[src/rtl/hidden_cpu_host.sv]
// Host-side sequencer for the HiddenCPU tile: it streams a loaded program into the CPU instruction
// pins, follows the CPU's R3/PC output mode and its branches, and queues flagged results in a small FIFO.
module hidden_cpu_host #(
    parameter int          PROG_DEPTH  = 32,
    parameter logic [5:0]  TOGGLE_WORD = 6'b111111,
    parameter logic [5:0]  NOP_WORD    = 6'b000000,
    localparam int         AW          = $clog2(PROG_DEPTH)
) (
    input  logic          clk,
    input  logic          rst,
    input  logic          load_we,
    input  logic [AW-1:0] load_addr,
    input  logic [6:0]    load_data,
    input  logic          start,
    input  logic [7:0]    run_len,
    input  logic          abort,
    input  logic [7:0]    cpu_out,
    output logic [5:0]    cpu_instr,
    output logic          cpu_rst,
    output logic          res_valid,
    output logic [7:0]    res_data,
    input  logic          res_ready,
    output logic          busy,
    output logic          done,
    output logic          overflow
);

    typedef enum logic [1:0] {
        S_IDLE = 2'd0,
        S_CRST = 2'd1,
        S_RUN  = 2'd2,
        S_DONE = 2'd3
    } state_t;

    state_t state, state_next;

    logic [6:0] prog_mem [PROG_DEPTH];
    logic [7:0] shadow_pc;
    logic       sel_pc;
    logic [7:0] remaining;
    logic       cap_pend;
    logic [7:0] fetch_addr;
    logic [6:0] fetch_word;
    logic       cmd_ok;

    logic [7:0] fifo_mem [4];
    logic [1:0] wr_ptr;
    logic [1:0] rd_ptr;
    logic [2:0] count;
    logic       push_req;
    logic       push;
    logic       pop;
    logic       full;

    // In PC mode the CPU's own PC drives the fetch, so taken branches are followed for free.
    assign fetch_addr = sel_pc ? cpu_out : shadow_pc;
    assign fetch_word = prog_mem[fetch_addr[AW-1:0]];
    assign cmd_ok     = (state == S_IDLE) || (state == S_DONE);

    always_ff @(posedge clk) begin
        if (rst) begin
            state <= S_IDLE;
        end else begin
            state <= state_next;
        end
    end

    always_comb begin
        state_next = state;
        cpu_rst    = 1'b1;
        cpu_instr  = NOP_WORD;
        busy       = 1'b0;
        done       = 1'b0;
        case (state)
            S_IDLE: begin
                if (start) state_next = S_CRST;
            end
            S_CRST: begin
                busy       = 1'b1;
                state_next = (remaining == 8'd0) ? S_DONE : S_RUN;
            end
            S_RUN: begin
                busy      = 1'b1;
                cpu_rst   = 1'b0;
                cpu_instr = fetch_word[5:0];
                if (remaining == 8'd1) state_next = S_DONE;
            end
            S_DONE: begin
                cpu_rst = 1'b0;
                done    = 1'b1;
                if (start) state_next = S_CRST;
            end
            default: state_next = S_IDLE;
        endcase
        if (abort) state_next = S_IDLE;
    end

    always_ff @(posedge clk) begin
        if (rst) begin
            shadow_pc <= 8'd0;
            sel_pc    <= 1'b0;
            remaining <= 8'd0;
            cap_pend  <= 1'b0;
        end else begin
            cap_pend <= 1'b0;
            case (state)
                S_IDLE, S_DONE: begin
                    if (start && !abort) remaining <= run_len;
                end
                S_CRST: begin
                    shadow_pc <= 8'd0;
                    sel_pc    <= 1'b0;
                end
                S_RUN: begin
                    shadow_pc <= fetch_addr + 8'd1;
                    remaining <= remaining - 8'd1;
                    cap_pend  <= fetch_word[6] & ~abort;
                    // Mirror the CPU's selOut flip-flop so we know what cpu_out means next cycle.
                    if (fetch_word[5:0] == TOGGLE_WORD) sel_pc <= ~sel_pc;
                end
                default: ;
            endcase
        end
    end

    always_ff @(posedge clk) begin
        if (load_we && cmd_ok) prog_mem[load_addr] <= load_data;
    end

    // Result FIFO; a push into a full FIFO survives only if the head leaves in the same cycle.
    assign push_req  = cap_pend && ((state == S_RUN) || (state == S_DONE));
    assign full      = (count == 3'd4);
    assign res_valid = (count != 3'd0);
    assign res_data  = fifo_mem[rd_ptr];
    assign pop       = res_valid && res_ready;
    assign push      = push_req && (!full || pop);

    always_ff @(posedge clk) begin
        if (push) fifo_mem[wr_ptr] <= cpu_out;
    end

    always_ff @(posedge clk) begin
        if (rst || (state == S_CRST)) begin
            wr_ptr   <= 2'd0;
            rd_ptr   <= 2'd0;
            count    <= 3'd0;
            overflow <= 1'b0;
        end else begin
            if (push) wr_ptr <= wr_ptr + 2'd1;
            if (pop)  rd_ptr <= rd_ptr + 2'd1;
            case ({push, pop})
                2'b10:   count <= count + 3'd1;
                2'b01:   count <= count - 3'd1;
                default: ;
            endcase
            if (push_req && full && !pop) overflow <= 1'b1;
        end
    end

endmodule

[config.mk]
export PLATFORM = sky130hd
export DESIGN_NAME = hidden_cpu_host
export DESIGN_NICKNAME = d
export VERILOG_FILES = /design/src/rtl/hidden_cpu_host.sv
export SDC_FILE = /design/constraint.sdc
export NUM_CORES = 1
export LEC_CHECK = 0
export CAP_MARGIN = 15
export CORE_MARGIN = 2
export CORE_UTILIZATION = 34
export CTS_CLUSTER_SIZE = 12
export DETAILED_ROUTE_END_ITERATION = 8
export GPL_ROUTABILITY_DRIVEN = 0
export PLACE_DENSITY_LB_ADDON = 0.1
export SLEW_MARGIN = 20
export SYNTH_ARGS = -nofsm -noshare
export SYNTH_HDL_FRONTEND = slang
export SYNTH_SLANG_ARGS = --single-unit
[constraint.sdc]
create_clock -name clk -period 4.15 [get_ports clk]
set_clock_uncertainty 0.05 [all_clocks]
set_input_delay 1.0375 -clock clk [delete_from_list [all_inputs] [get_ports clk]]
set_output_delay 1.0375 -clock clk [all_outputs]
set_load 0.01 [all_outputs]
* Word-level counts from Yosys, hierarchy flattened
Memory sizes are Yosys's and may differ from the RTL's. A register that Yosys moved wholly into a read port is not among the register bits.
Index checks and enable logic that the tools add are counted.
** Storage, ports and cells
- Register bits after elaboration :: 28
- RAM bits :: 256
- Bits of input ports :: 34
- Output and inout bits :: 19
- Memories :: 2
** Memories
- prog_mem :: depth 32, width 7, rd ports 1, clocked after Yosys merged registers in 0, wr ports 1, RTL line 37 : logic [6:0] prog_mem [PROG_DEPTH];
- fifo_mem :: depth 4, width 8, rd ports 1, clocked after Yosys merged registers in 1, wr ports 1, RTL line 46 : logic [7:0] fifo_mem [4];
** Cells by class
- Add/subtract/negate cells :: 6
- Equality and inequality tests :: 12
- Muxes and demuxes :: 21
- Bitwise operators :: 4
- Reductions and logical operators :: 28
** Operators by type and width (count)
- one-hot mux 8 bit (2 select lines) :: 2
- 2-to-1 mux 8 bit :: 2
- OR reduction 2 bit :: 5
- 2-to-1 mux 1 bit :: 9
- adder 8 x 1 -> 8 bit (second input constant) :: 1
- equality test 8 x 1 -> 1 bit (second input constant) :: 1
- zero test 8 bit :: 1
- 2-to-1 mux 2 bit :: 4
- subtractor 8 x 1 -> 8 bit (second input constant) :: 1
- logical AND 1 bit :: 7
- equality test 2 bit (second input constant) :: 3
- equality test 6 bit (second input constant) :: 1
- 2-to-1 mux 6 bit :: 1
- one-hot mux 2 bit (3 select lines) :: 1
- one-hot mux 3 bit (2 select lines) :: 1
- AND reduction 2 bit :: 3
- nonzero test 2 bit :: 3
- adder 2 x 1 -> 2 bit (second input constant) :: 2
- equality test 2 x 1 -> 1 bit (second input constant) :: 2
- logical OR 1 bit :: 4
- inequality test 2 x 1 -> 1 bit (second input constant) :: 2
- inequality test 2 bit (second input constant) :: 2
- adder 3 x 1 -> 3 bit (second input constant) :: 1
- equality test 3 bit (second input constant) :: 1
- other kinds (7) :: 11

* Longest topological paths before layout
- Depth after elaboration :: 6
- Gate-level depth with buffers :: 13
- Gate-level depth less buffers :: 11

* Least setup slack after synthesis
OpenSTA, ideal clock, no wires.
- Kind :: input to output
- Start point :: in cpu_out[0]
- End point :: out cpu_instr[3]
- Arrival time :: 2.863 ns
- Data required time :: 3.062 ns
- Path slack :: 0.199 ns
- Stages :: 8
- Path buffers :: 2
- Path through :: buf_2 -> mux2i_4 -> inv_4 -> buf_12 -> mux4_2 -> nor3_1 -> or4_4 -> a31oi_1
** On the way
- Longest elaborated chain between the ends :: 3
** RTL lines
- start: declaration :: RTL line 17 : input logic [7:0] cpu_out,
- 2-to-1 mux 8 bit :: RTL line 56 : assign fetch_addr = sel_pc ? cpu_out : shadow_pc;
- memory read (32 x 7 bit)
- 2-to-1 mux 6 bit :: RTL line 74 : case (state)
- end: declaration :: RTL line 18 : output logic [5:0] cpu_instr,
Every way passes these cells.

* Worst setup path after layout
- Start point :: in cpu_out[3]
- End point :: out cpu_instr[0]
Same word-level chain as after synthesis.

==> metrics.txt <==
first-pass GRT wire length=around 54 mm; Ys Warns=0; Setup CP Type=input port to output port; Post-DP Area=0.0140 sq mm; asr flop ratio synth=0%; Clock Pin Slew Worst Setup and Hold Paths=0.06 ns; CTS tree=yes; Slew HR=roughly 41%; Global Route Usage Sum=20.0%; Area Growth Syn to Fin=28.3%; setup violators final=0; # hold bufs at CTS=0; clock buffer depth=3; Via Count=8262; Syn Std Cell Area=between 0.01 and 0.015 sq mm; Final Net Count=roughly 1.1k; CORE AREA=0.0354 sq mm; Fmax=approximately 250 MHz; number of I/O port buffers=52; total negative setup slack=0 ns; initial antenna violation count=0; CP Data Arrival Time=2.98 ns; register area share after synthesis=67.7%; worst min path class=register to register; synthesized flop and latch total=roughly 280; vias in the first global route=8249; fin area=0.0156 sq mm; clk_lat worst skew=0.51 ns; Tightest Pin Transition=0.875 ns; DR DRC count=0; Routed Antenna Nets=0; Clock Sinks=283; Avg WL per Cell=approximately 23 um; synth cell count leaders=edfxtp_1 (256), nand2_1 (100), nor2_1 (87); FP Rows=69; CP Max Fanout=6; startpoint class of the critical path=input port; crit path capture type=output port; layout cells sized above 1=25.7%; most common cell in the synthesized netlist=edfxtp_1; Antenna diodes=0; I/O pin count=53; distinct cell type count after synthesis=70; syn avg cell area=13.6 sq um; fill count=3299; final wirelength=36.7 mm; DP Wirelength=24.4 mm; Final Max Tran Viols=0; initial DRC count=546; peak supply drop=0.000289 V; Post-Synthesis Cells=895; EDFF count, synth=256; Die Span Y=between 150 and 200 um; Reg2Reg Launch Point=sel_pc; syn_nets=942; Cells after DPL=approximately 1.5k; status=completed; required time of the critical path=between 3 and 4 ns; cells taking the most area after synthesis=edfxtp_1 (63%), mux4_2 (5.2%), dfxtp_1 (4.4%); largest net degree at the start of global routing=33; Power Density=404 mW/mm^2; Hold WS=0.424 ns; R2R Setup Slk=0.85 ns; Hold Path Sink=overflow; die width=193 um; RR Endpoint=sel_pc; RSZ-0062 raised after global routing=true; minimum clock period=4.07 ns; Synth top area share=63.2%; static leakage=5.42 nW; via density per instance=5.23; Min-Delay Startpoint=overflow; htree depth=2; total CTS buffers=34; GRT overflow=0; worst r2r path cells=14; final std cells w/o fill=1580; Die Area=0.0373 sq mm; Synth Flop Type=edfxtp_1; Hold Vio Cnt, Final=0; area leader, netlist=edfxtp_1; Hold Crit Depth=2; Starting Density=34.4%; CTS Root Cell=clkbuf_16; Final Cycle Share=98.1%; max cap viols=0; Pre-Repair DR Iteration Count=5
-- state kept, by name, summed over array words and instances (netlist names), named ones only --
register	count
overflow	1
cap_pend	1
shadow_pc	5
remaining	8
count	3
state	2
prog_mem	224
fifo_mem	32
wr_ptr	2
rd_ptr	2
sel_pc	1
-- where the power goes --
part / switching, mW / internal, mW / leakage [nW]
combinational: 0.157 / 0.0959 / 2.37
clock: 1.13 / 1.78 / 0.525
sequential: 0.0127 / 3.13 / 2.52
-- stage by stage --
step | setup WS (ns) | utilization, % | total power [mW]
after floorplan | 0.199 | - | 3.30
after global placement | -0.970 | 39.6 | 3.45
after detailed placement | -0.994 | 39.6 | 3.45
after CTS | 0.0296 | 43.9 | 6.36
after global routing | -0.00904 | 44.1 | 6.50
final | 0.0802 | 44.1 | 6.31
-- layout make-up --
type | count | area, sq um | share of cell area (%)
clock inverters | 16 | 179 | 1.15
inverters | 17 | 83.8 | 0.537
clock buffers | 41 | 898 | 5.76
well taps | 461 | 577 | 3.70
repair buffers | 214 | 1870 | 12.0
flip-flops and latches | 283 | 8230 | 52.7
multi-input cells | 547 | 3760 | 24.1
repair inverters | 1 | 8.76 | 0.0561
-- timing repair --
action                     in CTS  in global routing
pin swaps                      16                  6
cloned                          2                  1
setup endpoints to repair       6                  4
buffers inserted               28                  2
resized for setup              84                 10
-- cell usage in the layout, fill, tap and decap left out, types with 5 or more instances in the layout --
cell type / synthesis / routed
mux4_2: 28 / 28
o22ai_1: 7 / 7
nand2_1: 100 / 99
nor2b_1: 5 / 5
inv_1: 14 / 14
and3_1: 5 / 5
mux2i_1: 18 / 17
xnor2_1: 6 / 6
o21ai_0: 54 / 51
nor3_1: 7 / 6
o31ai_1: 5 / 5
nand4_1: 8 / 8
nand3_2: 1 / 5
or3_1: 6 / 6
nand3_1: 42 / 38
a211oi_1: 8 / 6
ha_1: 12 / 12
buf_12: 1 / 10
buf_6: 5 / 6
o211ai_1: 7 / 7
nand2b_1: 9 / 8
a31oi_1: 6 / 5
edfxtp_1: 256 / 256
clkbuf_1: 24 / 6
clkdlybuf4s50_1: 0 / 41
clkbuf_16: 0 / 36
and2_1: 7 / 6
a22oi_1: 16 / 15
clkinv_1: 1 / 7
a21oi_1: 43 / 42
buf_4: 3 / 147
buf_2: 14 / 5
nor2_1: 87 / 87
dfxtp_1: 27 / 26
-- critical path, stage by stage --
cell and delay, ns:
dlygate4sd2_1 0.26, mux2_4 0.31, buf_4 0.16, buf_12 0.13, mux2i_1 0.12, mux4_2 0.47, nand3_2 0.08, nand4_1 0.15
nor2_1 0.12, buf_2 0.13
-- worst max path at each step --
stage          startpoint      endpoint  slack, ns
6_report       cpu_out[3]  cpu_instr[0]       0.08
3_3_place_gp   cpu_out[0]  cpu_instr[2]      -0.97
2_1_floorplan  cpu_out[0]  cpu_instr[3]       0.20
3_5_place_dp   cpu_out[0]  cpu_instr[2]      -0.99
4_1_cts        cpu_out[0]  cpu_instr[5]       0.03
5_1_grt        cpu_out[0]  cpu_instr[5]     -0.009
-- layer usage --
layer,global-route usage [%],up-vias,part of all wire [%]
met4,5.57,0,2.8
met5,0,-,0
met3,2.99,57,4.7
met1,26.8,4171,44
li1,-,3823,-
met2,33.8,211,49
-- logic make-up after synthesis --
family	Yosys count	share of synthesized area [%]
adders and majority gates	13	1.40
and+or+nand+nor	295	11.1
DFF	283	67.7
AOI/OAI and AO/OA	179	9.25
muxes	51	7.30
buffers and inverters	66	2.74
xor gates and xnor gates	8	0.576
Note: power is estimated with default switching activity, not from simulation.
